**config.mk**
```make
export PLATFORM = sky130hd
export DESIGN_NAME = legv8_multicycle_sequencer
export DESIGN_NICKNAME = d
export VERILOG_FILES = /design/src/rtl/legv8_multicycle_sequencer.sv
export SDC_FILE = /design/constraint.sdc
export NUM_CORES = 1
export LEC_CHECK = 0
export BUFFER_PORTS_ARGS = -buffer_cell sky130_fd_sc_hd__clkbuf_2
export CAP_MARGIN = 10
export CORE_MARGIN = 3
export CORE_UTILIZATION = 50
export CTS_BUF_LIST = sky130_fd_sc_hd__clkbuf_8
export CTS_CLUSTER_SIZE = 8
export DETAILED_ROUTE_END_ITERATION = 8
export PLACE_DENSITY = 0.87
export SLEW_MARGIN = 0
export SYNTH_ARGS = -nofsm -noshare
export SYNTH_HDL_FRONTEND = slang
export SYNTH_SLANG_ARGS = --single-unit
export TNS_END_PERCENT = 10
```
**constraint.sdc**
```tcl
create_clock -name clk -period 3.9 [get_ports clk]
set_input_delay 0.78 -clock clk [delete_from_list [all_inputs] [get_ports clk]]
set_output_delay 0.78 -clock clk [all_outputs]
set_load 0.02 [all_outputs]
```
**src/rtl/legv8_multicycle_sequencer.sv**
```systemverilog
// rtl/legv8_multicycle_sequencer.sv - multi-cycle FETCH/DECODE/EXEC/MEM/WB sequencer for the LEGv8 core
//
// Purpose: steps each instruction through fetch, decode, execute, memory and
// writeback. Each step is paced on the instruction and data memory ready
// handshakes. Drives the per-cycle PC/IR/register-file/data-memory strobes.
// Outputs are decoded combinationally from the registered state and the
// opcode class latched in DECODE (Moore style). The one exception is pc_src
// for conditional branches, which follows cond_true in EXEC.
//
// Ports:
//   clk, rst            clock, asynchronous active-high reset
//   run                 permits fetching new instructions (sampled in IDLE and at retirement)
//   opcode[10:0]        IR[31:21], valid from DECODE onward
//   cond_true           branch condition from the datapath, used in EXEC
//   imem_ready          instruction word valid this cycle
//   dmem_ready          data access completes this cycle
//   imem_req, ir_write  fetch request / IR load
//   pc_write, pc_src    PC update / select (00 PC+4, 01 branch target)
//   reg_write, wb_src   register write / writeback select (00 ALU, 01 mem, 10 PC+4)
//   wb_reg_sel[4:0]     RETURN_REG for link writes, else 0 (use Rd)
//   dmem_read/write     data memory strobes
//   state[2:0]          current state encoding
//   instr_done          one-cycle retire pulse
//   illegal             sticky unrecognised-opcode flag
//
// Optional feature: define SEQ_PERF_CNT_EN to add cycle_count[31:0] and
// instr_count[31:0] performance counters.
module legv8_multicycle_sequencer #(
  parameter int unsigned RETURN_REG = 30
) (
  input  logic        clk,
  input  logic        rst,
  input  logic        run,
  input  logic [10:0] opcode,
  input  logic        cond_true,
  input  logic        imem_ready,
  input  logic        dmem_ready,
  output logic        imem_req,
  output logic        ir_write,
  output logic        pc_write,
  output logic [1:0]  pc_src,
  output logic        reg_write,
  output logic [1:0]  wb_src,
  output logic [4:0]  wb_reg_sel,
  output logic        dmem_read,
  output logic        dmem_write,
  output logic [2:0]  state,
  output logic        instr_done,
  output logic        illegal
`ifdef SEQ_PERF_CNT_EN
  ,
  output logic [31:0] cycle_count,
  output logic [31:0] instr_count
`endif
);

  typedef enum logic [2:0] {
    S_IDLE   = 3'd0,
    S_FETCH  = 3'd1,
    S_DECODE = 3'd2,
    S_EXEC   = 3'd3,
    S_MEM    = 3'd4,
    S_WB     = 3'd5,
    S_TRAP   = 3'd6
  } state_t;

  typedef enum logic [2:0] {
    C_R, C_I, C_LD, C_ST, C_B, C_BL, C_CB, C_ILL
  } class_t;

  localparam logic [4:0] RET_SEL = 5'(RETURN_REG);

  state_t state_q, state_d;
  class_t class_q, class_d;
  logic   illegal_q, illegal_d;
  class_t dec_class;

  // Opcode classification; only consumed in DECODE, so opcode activity in
  // other states never reaches the class register.
  always_comb begin
    casez (opcode)
      11'b10001011000, 11'b11001011000, 11'b11101011000,
      11'b10001010000, 11'b10101010000,
      11'b11010011011, 11'b11010011010:                   dec_class = C_R;
      11'b1001000100?, 11'b1101000100?:                   dec_class = C_I;
      11'b11111000010:                                    dec_class = C_LD;
      11'b11111000000:                                    dec_class = C_ST;
      11'b000101?????:                                    dec_class = C_B;
      11'b100101?????:                                    dec_class = C_BL;
      11'b10110100???, 11'b10110101???, 11'b01010100???:  dec_class = C_CB;
      default:                                            dec_class = C_ILL;
    endcase
  end

  always_comb begin
    state_d    = state_q;
    class_d    = class_q;
    illegal_d  = illegal_q;
    imem_req   = 1'b0;
    ir_write   = 1'b0;
    pc_write   = 1'b0;
    pc_src     = 2'b00;
    reg_write  = 1'b0;
    wb_src     = 2'b00;
    dmem_read  = 1'b0;
    dmem_write = 1'b0;
    instr_done = 1'b0;
    case (state_q)
      S_IDLE: if (run) state_d = S_FETCH;
      S_FETCH: begin
        imem_req = 1'b1;
        if (imem_ready) begin
          ir_write = 1'b1;
          state_d  = S_DECODE;
        end
      end
      S_DECODE: begin
        class_d = dec_class;
        if (dec_class == C_ILL) begin
          illegal_d = 1'b1;
          state_d   = S_TRAP;
        end else begin
          state_d = S_EXEC;
        end
      end
      S_EXEC: begin
        case (class_q)
          C_R, C_I:   state_d = S_WB;
          C_LD, C_ST: state_d = S_MEM;
          C_B: begin
            pc_write   = 1'b1;
            pc_src     = 2'b01;
            instr_done = 1'b1;
          end
          C_BL: begin
            pc_write   = 1'b1;
            pc_src     = 2'b01;
            reg_write  = 1'b1;
            wb_src     = 2'b10;
            instr_done = 1'b1;
          end
          C_CB: begin
            pc_write   = 1'b1;
            pc_src     = cond_true ? 2'b01 : 2'b00;
            instr_done = 1'b1;
          end
          default: state_d = S_TRAP;  // illegal class never reaches EXEC
        endcase
      end
      S_MEM: begin
        if (class_q == C_LD) begin
          dmem_read = 1'b1;
          if (dmem_ready) state_d = S_WB;
        end else begin
          dmem_write = 1'b1;
          if (dmem_ready) begin
            pc_write   = 1'b1;
            instr_done = 1'b1;
          end
        end
      end
      S_WB: begin
        reg_write  = 1'b1;
        wb_src     = (class_q == C_LD) ? 2'b01 : 2'b00;
        pc_write   = 1'b1;
        instr_done = 1'b1;
      end
      S_TRAP: state_d = S_TRAP;
      default: state_d = S_IDLE;
    endcase
    // run is only consulted at retirement, so an in-flight instruction always completes
    if (instr_done) state_d = run ? S_FETCH : S_IDLE;
  end

  always_ff @(posedge clk or posedge rst) begin
    if (rst) begin
      state_q   <= S_IDLE;
      class_q   <= C_R;
      illegal_q <= 1'b0;
    end else begin
      state_q   <= state_d;
      class_q   <= class_d;
      illegal_q <= illegal_d;
    end
  end

  assign state      = state_q;
  assign illegal    = illegal_q;
  assign wb_reg_sel = (wb_src == 2'b10) ? RET_SEL : 5'd0;

`ifdef SEQ_PERF_CNT_EN
  always_ff @(posedge clk or posedge rst) begin
    if (rst) begin
      cycle_count <= '0;
      instr_count <= '0;
    end else begin
      if (state_q != S_IDLE && state_q != S_TRAP) cycle_count <= cycle_count + 32'd1;
      if (instr_done) instr_count <= instr_count + 32'd1;
    end
  end
`endif

endmodule

```
==> impl_summary.log, run 1 <==
INFO  metric grt_first_pass_wirelength = between 2000 and 3000 um
INFO  metric synthArstFlopShare = 1.00
INFO  metric ant_nets = 0
INFO  metric final_hold_viol_count = 0
INFO  metric antenna_found_initial = 0
INFO  metric fin_tns_setup = 0 ns
INFO  metric clkSinkCount = 7
INFO  metric layout_cell_share_with_drive_strength_beyond_1 = 0.333
INFO  metric seq_area_frac_synth = 0.243
INFO  metric cts.path.max_buffers = 2
INFO  metric met2_wirelength = 853 um
INFO  metric wire_length_reported_by_the_detailed_router = 1640 um
INFO  metric timing_worst_slew_pin_value = 0.575 ns
INFO  metric numCtsBuffers = 3
INFO  metric r2r-start = class_q[1]
INFO  metric hold_buffers = 0
INFO  metric die_footprint = between 0.0015 and 0.002 sq mm
INFO  metric pwr_density_cell = 566 mW/mm^2
INFO  metric root_buffer = clkbuf_8
INFO  metric synth_cell_type_count = 38
INFO  metric die_height = around 44 um
INFO  metric timing.clock.skew = between 0.0015 and 0.002 ns
INFO  metric result_of_the_run = finished clean
INFO  metric n_antenna_cell = 0
INFO  metric period_minus_slack = around 2.5 ns
INFO  metric syn_area = around 720 sq um
INFO  metric report.final.setup_viol = 0
INFO  metric synth_flop_cell = dfrtp_1
INFO  metric synth.area.top_cells = dfrtp_1 (24%), buf_4 (6.2%), o21ai_0 (5.5%), nor2_1 (4.2%), nor4b_1 (3.6%)
INFO  metric grt_pass1_vias = between 600 and 700
INFO  metric weighted_congestion_reported_at_the_end_of_routability_driven_placement = around 0.87
INFO  metric setup_ws = around 1.4 ns
INFO  metric critPathLaunch = state[2]
INFO  metric synth_enable_flop_cells = 0
INFO  metric post_cts.repair.setup_buffers = 0
INFO  metric cts_tree = done
INFO  metric io_buffer_count = 34
INFO  metric yosysWarnings = 0
INFO  metric slew_headroom = 0.613
INFO  metric route.vias.total = slightly below 800
INFO  metric critPathKind = flip-flop to output pin
INFO  metric worst-endpoint-arrival = 1.76 ns
INFO  metric htree_num_levels = 1
INFO  metric hold_path_class = input pin to async pin
INFO  metric worst-path-max-fanout = 11
INFO  metric areaGrowthSynthToFinish = 25.1%
INFO  metric cts_repair_resize_count = 0
INFO  metric required = approximately 3.1 ns
INFO  metric vdd.ir_drop.worst = 0.000220 V
INFO  metric grt_overflow = 0
INFO  metric crit_path_end_kind = output pin
INFO  metric fin_crit_sh = 0.652
INFO  metric initial_core_utilization = 0.541
INFO  metric achievable_freq = 0.394 GHz
INFO  metric core-area = approximately 0.0013 sq mm
INFO  metric dp_worst_setup_slack = approximately 1.5 ns
INFO  metric syn_inst = 93
INFO  metric setup.worst_path.start_class = flip-flop
INFO  metric grt_max_degree = 13
INFO  metric post-synth-top-area-fraction = 0.243
INFO  metric routed_wire_length_per_instance = around 12 um
INFO  metric static-leakage-power = between 0.0004 and 0.0005 uW
INFO  metric ys_ff_latch = 7
INFO  metric rows = 13
INFO  metric insertion_delay = ~0.23 ns
INFO  metric maxCapViolations = 0
INFO  metric setup_repair_after_global_routing_missed_its_margin = no
INFO  metric first_iter_violations = 17
INFO  metric wl_met1 = approximately 650 um
INFO  metric globalRouteTotalUtil = 0.182
INFO  metric filler_cell_count = about 120
INFO  metric fp.dieW = around 44 um
INFO  metric drv_slew = 0
INFO  metric detail_route.drc_violations = 0
INFO  metric detailedRoute.firstPassIterationCount = 4
INFO  metric postSynthAreaPerCell = slightly below 8 sq um
INFO  metric finish.net_count = between 100 and 150
INFO  metric clk_pin_slew_worst_paths = 0.04 ns
INFO  metric dp_hpwl = about 1400 um
INFO  metric top_layer = met4
INFO  metric dr_wl_met3 = between 100 and 150 um
INFO  metric num_io_pins = 37
INFO  metric via_to_cell_ratio = around 5.8
INFO  metric netlist.top_cell.by_area = dfrtp_1
layout by cell type, fill, tap and decap left out, drive strengths merged, types with 2 or more instances in the layout:
cell,instances
inv,6
nor4b,3
a211o,2
nor4bb,2
a21oi,3
and2,3
nand3b,2
nand2b,4
o21ai,8
a21o,2
nand3,3
nor2,8
nor4,4
o22a,2
or3b,3
dfrtp,7
nand2,5
clkbuf,37
conb,2
nor3,3
metal layers:
metal	GRT usage	vias to the layer above
met5	0	-
met4	0.108	0
met3	0.0373	2
met2	0.326	32
met1	0.192	362
li1	-	399
critical path, stage by stage (launching register included):
cell,delay [ns]
dfrtp_1,0.48
nand2b_1,0.26
nor4b_1,0.53
clkbuf_2,0.27
through the flow:
step / hold WS, ns / instance area [sq um] / instances / total power, uW / util
after detailed placement: 0.484 / 858 / 134 / 416 / 0.644
after CTS: 0.458 / 903 / 138 / 515 / 0.677
after global routing: 0.474 / 903 / 138 / 549 / 0.677
after global placement: 0.466 / 858 / 134 / 410 / 0.644
after floorplan: 0.512 / 726 / 94 / 348 / -
final: 0.454 / 903 / 138 / 511 / 0.677
state kept, by name, summed over array words and instances (netlist names):
| name | flops |
|---|---|
| state | 3 |
| class_q | 3 |
| illegal | 1 |
cells in the mapped netlist, drive strengths merged (2+ instances only):
cell type,count
nand3,3
nor4b,3
nor2,8
o22a,2
nor4,4
nand2,5
or3b,3
nand3b,2
nor3,3
o21ai,8
a211o,2
inv,5
nand2b,4
buf,6
a21o,2
a21oi,3
dfrtp,7
clkbuf,3
and2,3
nor4bb,2
cells by family after synthesis:
group | after synthesis | share of synthesized area
other | 1 | 0.00519
AO/OA/AOI/OAI | 23 | 0.229
multiplexers | 1 | 0.0156
flip-flops | 7 | 0.243
buffers and inverters | 14 | 0.104
AND/OR/NAND/NOR | 47 | 0.404
path summary, 6_finish.rpt:
path | depth (start not counted) | endpoint | slack (ns)
max in group asynchronous | 2 | class_q[2] | 3.24
setup / recovery | 3 | wb_reg_sel[3] | 1.36
hold / removal | 2 | state[2] | 0.45
hold reg to reg | 1 | illegal | 0.48
setup reg to reg | 5 | state[0] | 2.20
min in group clk | 1 | illegal | 0.48
cell type report:
class | instances | area, sq um | share of cell area
clock buffer | 3 | 41.3 | 0.0457
inverter | 5 | 18.8 | 0.0208
clock inverter | 1 | 3.75 | 0.00416
timing repair buffer | 34 | 170 | 0.188
sequential | 7 | 175 | 0.194
multi-input combinational | 73 | 475 | 0.526
tap | 15 | 18.8 | 0.0208
report_power, final:
part           switching (uW)  leakage (uW)  internal [uW]  total [uW]
Clock                    28.7     0.0000269           67.8        96.4
Combinational             155      0.000311            111         266
Sequential               48.8     0.0000750           99.4         148
Total                     233      0.000413            278         511
(Power assumes the default switching activity.)
==> run 2: changes to the inputs <==
--- a/config.mk
+++ b/config.mk
@@ -8,11 +8,11 @@
 export BUFFER_PORTS_ARGS = -buffer_cell sky130_fd_sc_hd__clkbuf_2
 export CAP_MARGIN = 10
 export CORE_MARGIN = 3
-export CORE_UTILIZATION = 50
+export CORE_UTILIZATION = 42
 export CTS_BUF_LIST = sky130_fd_sc_hd__clkbuf_8
 export CTS_CLUSTER_SIZE = 8
 export DETAILED_ROUTE_END_ITERATION = 8
-export PLACE_DENSITY = 0.87
+export PLACE_DENSITY = 0.78
 export SLEW_MARGIN = 0
 export SYNTH_ARGS = -nofsm -noshare
 export SYNTH_HDL_FRONTEND = slang
==> constraint.sdc (replaced) <==
create_clock -name clk -period 2.16 [get_ports clk]
set_input_delay 0.432 -clock clk [delete_from_list [all_inputs] [get_ports clk]]
set_output_delay 0.432 -clock clk [all_outputs]
set_load 0.02 [all_outputs]
==> run 2 against run 1 <==
Combinational power increased by 130%. Core utilization decreased by 6.4 points. Worst hold slack got worse by 0.34 ns. Critical path depth rose by 1. Cell count up 3.6%. Setup slack worse by 1.3 ns. Non-clock buffer count rose by 4. Clock skew down 0.00052 ns. Sequential share of layout area down 0.94 points. Via count grew 6.0%. Sequential power rose by 53%. Wire length grew 20%.
==> impl_summary.log, run 2 (synthesis gave the netlist of run 1 again) <==
INFO  metric result_of_the_run = finished clean
INFO  metric most_frequent_standard_cell_in_the_layout_excluding_fill_and_tap_cells = clkbuf_2
INFO  metric maxCapViolations = 0
INFO  metric grt_pass1_vias = 751
INFO  metric cts.path.max_buffers = 2
INFO  metric wire_length_reported_by_the_detailed_router = ~2000 um
INFO  metric setup.worst_path.start_class = flip-flop
INFO  metric p_total = about 1000 uW
INFO  metric hold_path_class = input pin to async pin
INFO  metric numCtsBuffers = 3
INFO  metric n_antenna_cell = 0
INFO  metric cpPeakStageDelay = roughly 0.42 ns
INFO  metric areaGrowthSynthToFinish = 32.4%
INFO  metric insertion_delay = approximately 0.23 ns
INFO  metric fp.dieW = 47.5 um
INFO  metric most-common-layout-cells = clkbuf_2 (34), nor2_1 (8), o21ai_0 (8)
INFO  metric final_hold_viol_count = 0
INFO  metric crit_path_end_kind = output pin
INFO  metric cts_repair_resize_count = 0
INFO  metric vdd.ir_drop.worst = between 0.0003 and 0.0004 V
INFO  metric num_io_pins = 37
INFO  metric die_footprint = 0.00225 sq mm
INFO  metric grt_overflow = 0
INFO  metric post_cts.repair.setup_buffers = 0
INFO  metric worst-endpoint-arrival = ~1.6 ns
INFO  metric detail_route.drc_violations = 0
INFO  metric finish.net_count = 145
INFO  metric antenna_found_initial = 0
INFO  metric routed_wire_length_per_instance = about 14 um
INFO  metric via_to_cell_ratio = 5.90
INFO  metric weighted_congestion_reported_at_the_end_of_routability_driven_placement = 0.845
INFO  metric clk_pin_slew_worst_paths = ~0.040 ns
INFO  metric route.vias.total = approximately 840
INFO  metric ant_nets = 0
INFO  metric initial_core_utilization = 0.463
INFO  metric pwr_density_cell = about 1100 mW/mm^2
INFO  metric setup_repair_after_global_routing_missed_its_margin = no
INFO  metric grt_first_pass_wirelength = around 3000 um
INFO  metric static-leakage-power = about 0.00044 uW
INFO  metric cp_cell_sequence = or3b_4 > and3_1 > a21o_1 > clkbuf_2
INFO  metric htree_num_levels = 1
INFO  metric report.final.setup_viol = 0
INFO  metric first_iter_violations = 11
INFO  metric root_buffer = clkbuf_8
INFO  metric detailedRoute.firstPassIterationCount = 4
INFO  metric period_minus_slack = a little over 2 ns
INFO  metric grt_max_degree = 12
INFO  metric worst-path-max-fanout = 7
INFO  metric layout_cell_share_with_drive_strength_beyond_1 = 0.394
INFO  metric clkSinkCount = 7
INFO  metric slew_headroom = 0.628
INFO  metric hold_buffers = 0
INFO  metric fin_crit_sh = 0.956
INFO  metric die_height = between 40 and 50 um
INFO  metric globalRouteTotalUtil = 0.191
INFO  metric slowest_stage = dfrtp_2
INFO  metric timing_worst_slew_pin_value = 0.553 ns
INFO  metric util_after_layout = 0.613
INFO  metric drv_slew = 0
INFO  metric required = roughly 1.7 ns
INFO  metric io_buffer_count = 34
INFO  metric rows = 14
INFO  metric achievable_freq = 0.484 GHz
INFO  metric cts_tree = done
INFO  metric core-area = between 0.0015 and 0.002 sq mm
INFO  metric critPathKind = flip-flop to output pin
INFO  metric timing.clock.skew = roughly 0.0014 ns
INFO  metric dp_hpwl = approximately 1500 um
[run 2: area by class of cell]
class | instances | area (sq um)
Clock inverter | 1 | 3.75
Sequential cell | 7 | 176
Fill cell | 143 | 603
Clock buffer | 3 | 41.3
Tap cell | 16 | 20.0
Timing Repair Buffer | 38 | 200
Inverter | 5 | 18.8
Multi-Input combinational cell | 73 | 495
[run 2: critical path, delay by kind of cell (launching register included)]
family	cells	cell delay, ns
buf+inv	1	0.16
simple gates	2	0.63
compound gates	1	0.20
flops	1	0.42
[run 2: power breakdown]
group | total (uW) | internal, uW | switching (uW)
clock network | 179 | 123 | 56.6
logic | 608 | 238 | 369
registers | 226 | 182 | 44.3
total | 1010 | 543 | 470
[run 2: routing by layer]
| layer | up-vias | share of wire | track usage |
|---|---|---|---|
| met5 | - | 0 | 0 |
| met4 | 0 | 0.023 | 0.122 |
| met1 | 389 | 0.39 | 0.192 |
| met3 | 5 | 0.076 | 0.0376 |
| met2 | 41 | 0.51 | 0.353 |
| li1 | 408 | - | - |
[run 2: metrics by stage]
step                      setup slack (ns)  TNS [ns]  instance area (sq um)  cells  hold WS (ns)
after floorplan                    -0.0336    -0.101                    738     94         0.235
after global placement               0.180         0                    902    139         0.358
after detailed placement             0.154         0                    902    139         0.357
after CTS                           0.0221         0                    947    143         0.117
after global routing                0.0136         0                    956    143         0.132
final                               0.0944         0                    956    143         0.113
[run 2: path summary, 6_finish.rpt]
check	from	endpoint	slack [ns]	cells after the start
max in group asynchronous	rst	class_q[1]	1.81	2
max reg2reg	class_q[1]	state[0]	0.37	5
max	class_q[1]	instr_done	0.09	4
min reg2reg	illegal	illegal	0.46	1
min	rst	class_q[0]	0.11	2
min in group clk	illegal	illegal	0.46	1
==> run 3: changes to the inputs <==
--- a/config.mk
+++ b/config.mk
@@ -8,11 +8,11 @@
 export BUFFER_PORTS_ARGS = -buffer_cell sky130_fd_sc_hd__clkbuf_2
 export CAP_MARGIN = 10
 export CORE_MARGIN = 3
-export CORE_UTILIZATION = 42
+export CORE_UTILIZATION = 46
 export CTS_BUF_LIST = sky130_fd_sc_hd__clkbuf_8
 export CTS_CLUSTER_SIZE = 8
 export DETAILED_ROUTE_END_ITERATION = 8
-export PLACE_DENSITY = 0.78
+export PLACE_DENSITY = 0.81
 export SLEW_MARGIN = 0
 export SYNTH_ARGS = -nofsm -noshare
 export SYNTH_HDL_FRONTEND = slang
==> constraint.sdc (replaced) <==
create_clock -name clk -period 2.25 [get_ports clk]
set_input_delay 0.45 -clock clk [delete_from_list [all_inputs] [get_ports clk]]
set_output_delay 0.45 -clock clk [all_outputs]
set_load 0.02 [all_outputs]
==> run 3 against run 2 <==
Critical path type unchanged. Cell count shrank 2.1%. Critical path depth is the same. Worst hold slack gained 0.0074 ns. Clock power is essentially flat. Non-clock buffer count shrank 2. Clock skew grew 0.0014 ns. Global-route usage grew 0.67 points. Sequential share of layout area grew 0.36 points. Die area shrank 7.6%. Total power shrank 6.5%. Wire length shrank 6.6%.
==> impl_summary.log, run 3 (synthesis gave the netlist of run 1 again) <==
INFO  metric grt.met2_usage = 0.359
INFO  metric sequential_cell_area = roughly 180 sq um
INFO  metric routed_wire_length_per_instance = 13.2 um
INFO  metric worst-endpoint-arrival = about 1.7 ns
INFO  metric core-area = 0.00138 sq mm
INFO  metric insertion_delay = roughly 0.23 ns
INFO  metric n_antenna_cell = 0
INFO  metric finish.cell_count_without_fillers = 140
INFO  metric hold_path_class = input pin to async pin
INFO  metric initial_core_utilization = 0.522
INFO  metric num_io_pins = 37
INFO  metric grt_pass1_vias = 746
INFO  metric antenna_found_initial = 0
INFO  metric fin_crit_sh = 0.951
INFO  metric first_iter_violations = 8
INFO  metric htree_num_levels = 1
INFO  metric die_footprint = 0.00208 sq mm
INFO  metric gr-usage-met3 = 0.0514
INFO  metric dp_worst_setup_slack = around 0.23 ns
INFO  metric worst-path-max-fanout = 7
INFO  metric static-leakage-power = roughly 0.00042 uW
INFO  metric root_buffer = clkbuf_8
INFO  metric clk_pin_slew_worst_paths = about 0.040 ns
INFO  metric filler_cell_count = 120
INFO  metric setup.worst_path.start_class = flip-flop
INFO  metric ant_nets = 0
INFO  metric grt_max_degree = 12
INFO  metric die_height = approximately 46 um
INFO  metric final_hold_viol_count = 0
INFO  metric globalRouteTotalUtil = 0.198
INFO  metric layout_cell_share_with_drive_strength_beyond_1 = 0.368
INFO  metric clkSinkCount = 7
INFO  metric grt_overflow = 0
INFO  metric setup_repair_after_global_routing_missed_its_margin = no
INFO  metric cts_tree = done
INFO  metric critPathKind = flip-flop to output pin
INFO  metric detail_route.drc_violations = 0
INFO  metric weighted_congestion_reported_at_the_end_of_routability_driven_placement = 0.884
INFO  metric detailedRoute.firstPassIterationCount = 4
INFO  metric gr-max-usage-layer = met2
INFO  metric most_frequent_standard_cell_in_the_layout_excluding_fill_and_tap_cells = clkbuf_2
INFO  metric slew_headroom = 0.647
INFO  metric finish.net_count = between 100 and 150
INFO  metric timing.clock.skew = 0.00283 ns
INFO  metric crit_path_end_kind = output pin
INFO  metric timing_worst_slew_pin_value = ~0.52 ns
INFO  metric via_to_cell_ratio = about 5.9
INFO  metric fp.dieW = 45.6 um
INFO  metric result_of_the_run = finished clean
INFO  metric period_minus_slack = roughly 2.1 ns
INFO  metric cts.path.max_buffers = 2
INFO  metric grt_use_met1 = 0.207
INFO  metric grt_first_pass_wirelength = roughly 3000 um
INFO  metric pwr_density_cell = ~1000 mW/mm^2
INFO  metric required = between 1.5 and 2 ns
INFO  metric place.detailed.instances = about 140
INFO  metric maxCapViolations = 0
INFO  metric setup_ws = ~0.11 ns
INFO  metric achievable_freq = 0.467 GHz
INFO  metric areaGrowthSynthToFinish = 28.9%
INFO  metric route.vias.total = about 820
INFO  metric most-common-layout-cells = clkbuf_2 (34), nor2_1 (8), o21ai_0 (8)
INFO  metric drv_slew = 0
INFO  metric wire_length_reported_by_the_detailed_router = 1850 um
INFO  metric rows = 13
INFO  metric report.final.setup_viol = 0
INFO  metric io_buffer_count = 34
INFO  metric vdd.ir_drop.worst = 0.000474 V
INFO  metric multi_input_area = just under 500 sq um
INFO  metric numCtsBuffers = 3
INFO  metric post_cts.repair.setup_buffers = 0
-- run 3: cell types whose count changed in the layout (fill, tap and decap cells not counted), sizes merged --
cell and delta:
buf -2, clkinv +1, inv -1
-- run 3: worst paths after layout --
| check | to | slack, ns | startpoint | cells past startpoint |
|---|---|---|---|---|
| worst max-delay path | instr_done | 0.11 | class_q[1] | 4 |
| worst min-delay path | class_q[1] | 0.12 | rst | 2 |
| worst max register to register | state[0] | 0.45 | class_q[1] | 5 |
| worst min register to register | illegal | 0.48 | illegal | 1 |
| max in group asynchronous | state[1] | 1.92 | rst | 2 |
| min in group clk | illegal | 0.48 | illegal | 1 |
-- run 3: stage by stage --
step | hold slack, ns | power, uW | cell area [sq um] | TNS (ns) | utilization
global placement | 0.376 | 744 | 880 | 0 | 0.636
finish | 0.120 | 947 | 931 | 0 | 0.673
CTS | 0.133 | 943 | 926 | 0 | 0.670
global route | 0.144 | 1020 | 931 | 0 | 0.673
detailed placement | 0.369 | 759 | 880 | 0 | 0.636
floorplan | 0.253 | 608 | 732 | -0.204 | -
-- run 3: repair_timing --
item                       in CTS  in global routing
gates resized for setup         0                  1
setup endpoints to repair       0                  2
hold buffers                    0                  0
-- run 3: area by class of cell --
class / instances / share of cell area
clock buffer: 3 / 0.0444
clock inverter: 1 / 0.00538
inverter: 5 / 0.0202
multi-input combinational: 73 / 0.523
sequential: 7 / 0.188
tap: 15 / 0.0202
timing repair buffer: 36 / 0.199
-- run 3: per-layer routing --
layer | up-vias | routed length, um
met5 | - | 0
met1 | 385 | 747
li1 | 402 | -
met2 | 31 | 922
met3 | 6 | 138
met4 | 0 | 36
-- run 3: worst max-delay path: stages (launching register included) --
cell and delay, ns:
dfrtp_1 0.45, or3b_1 0.44, and3_1 0.22, a21o_1 0.20
clkbuf_2 0.16
-- run 3: power by group --
| part | internal, uW | switching, uW | leakage [uW] |
|---|---|---|---|
| Sequential | 172 | 54.2 | 0.0000750 |
| Clock | 120 | 60.0 | 0.0000255 |
| Combinational | 216 | 324 | 0.000324 |
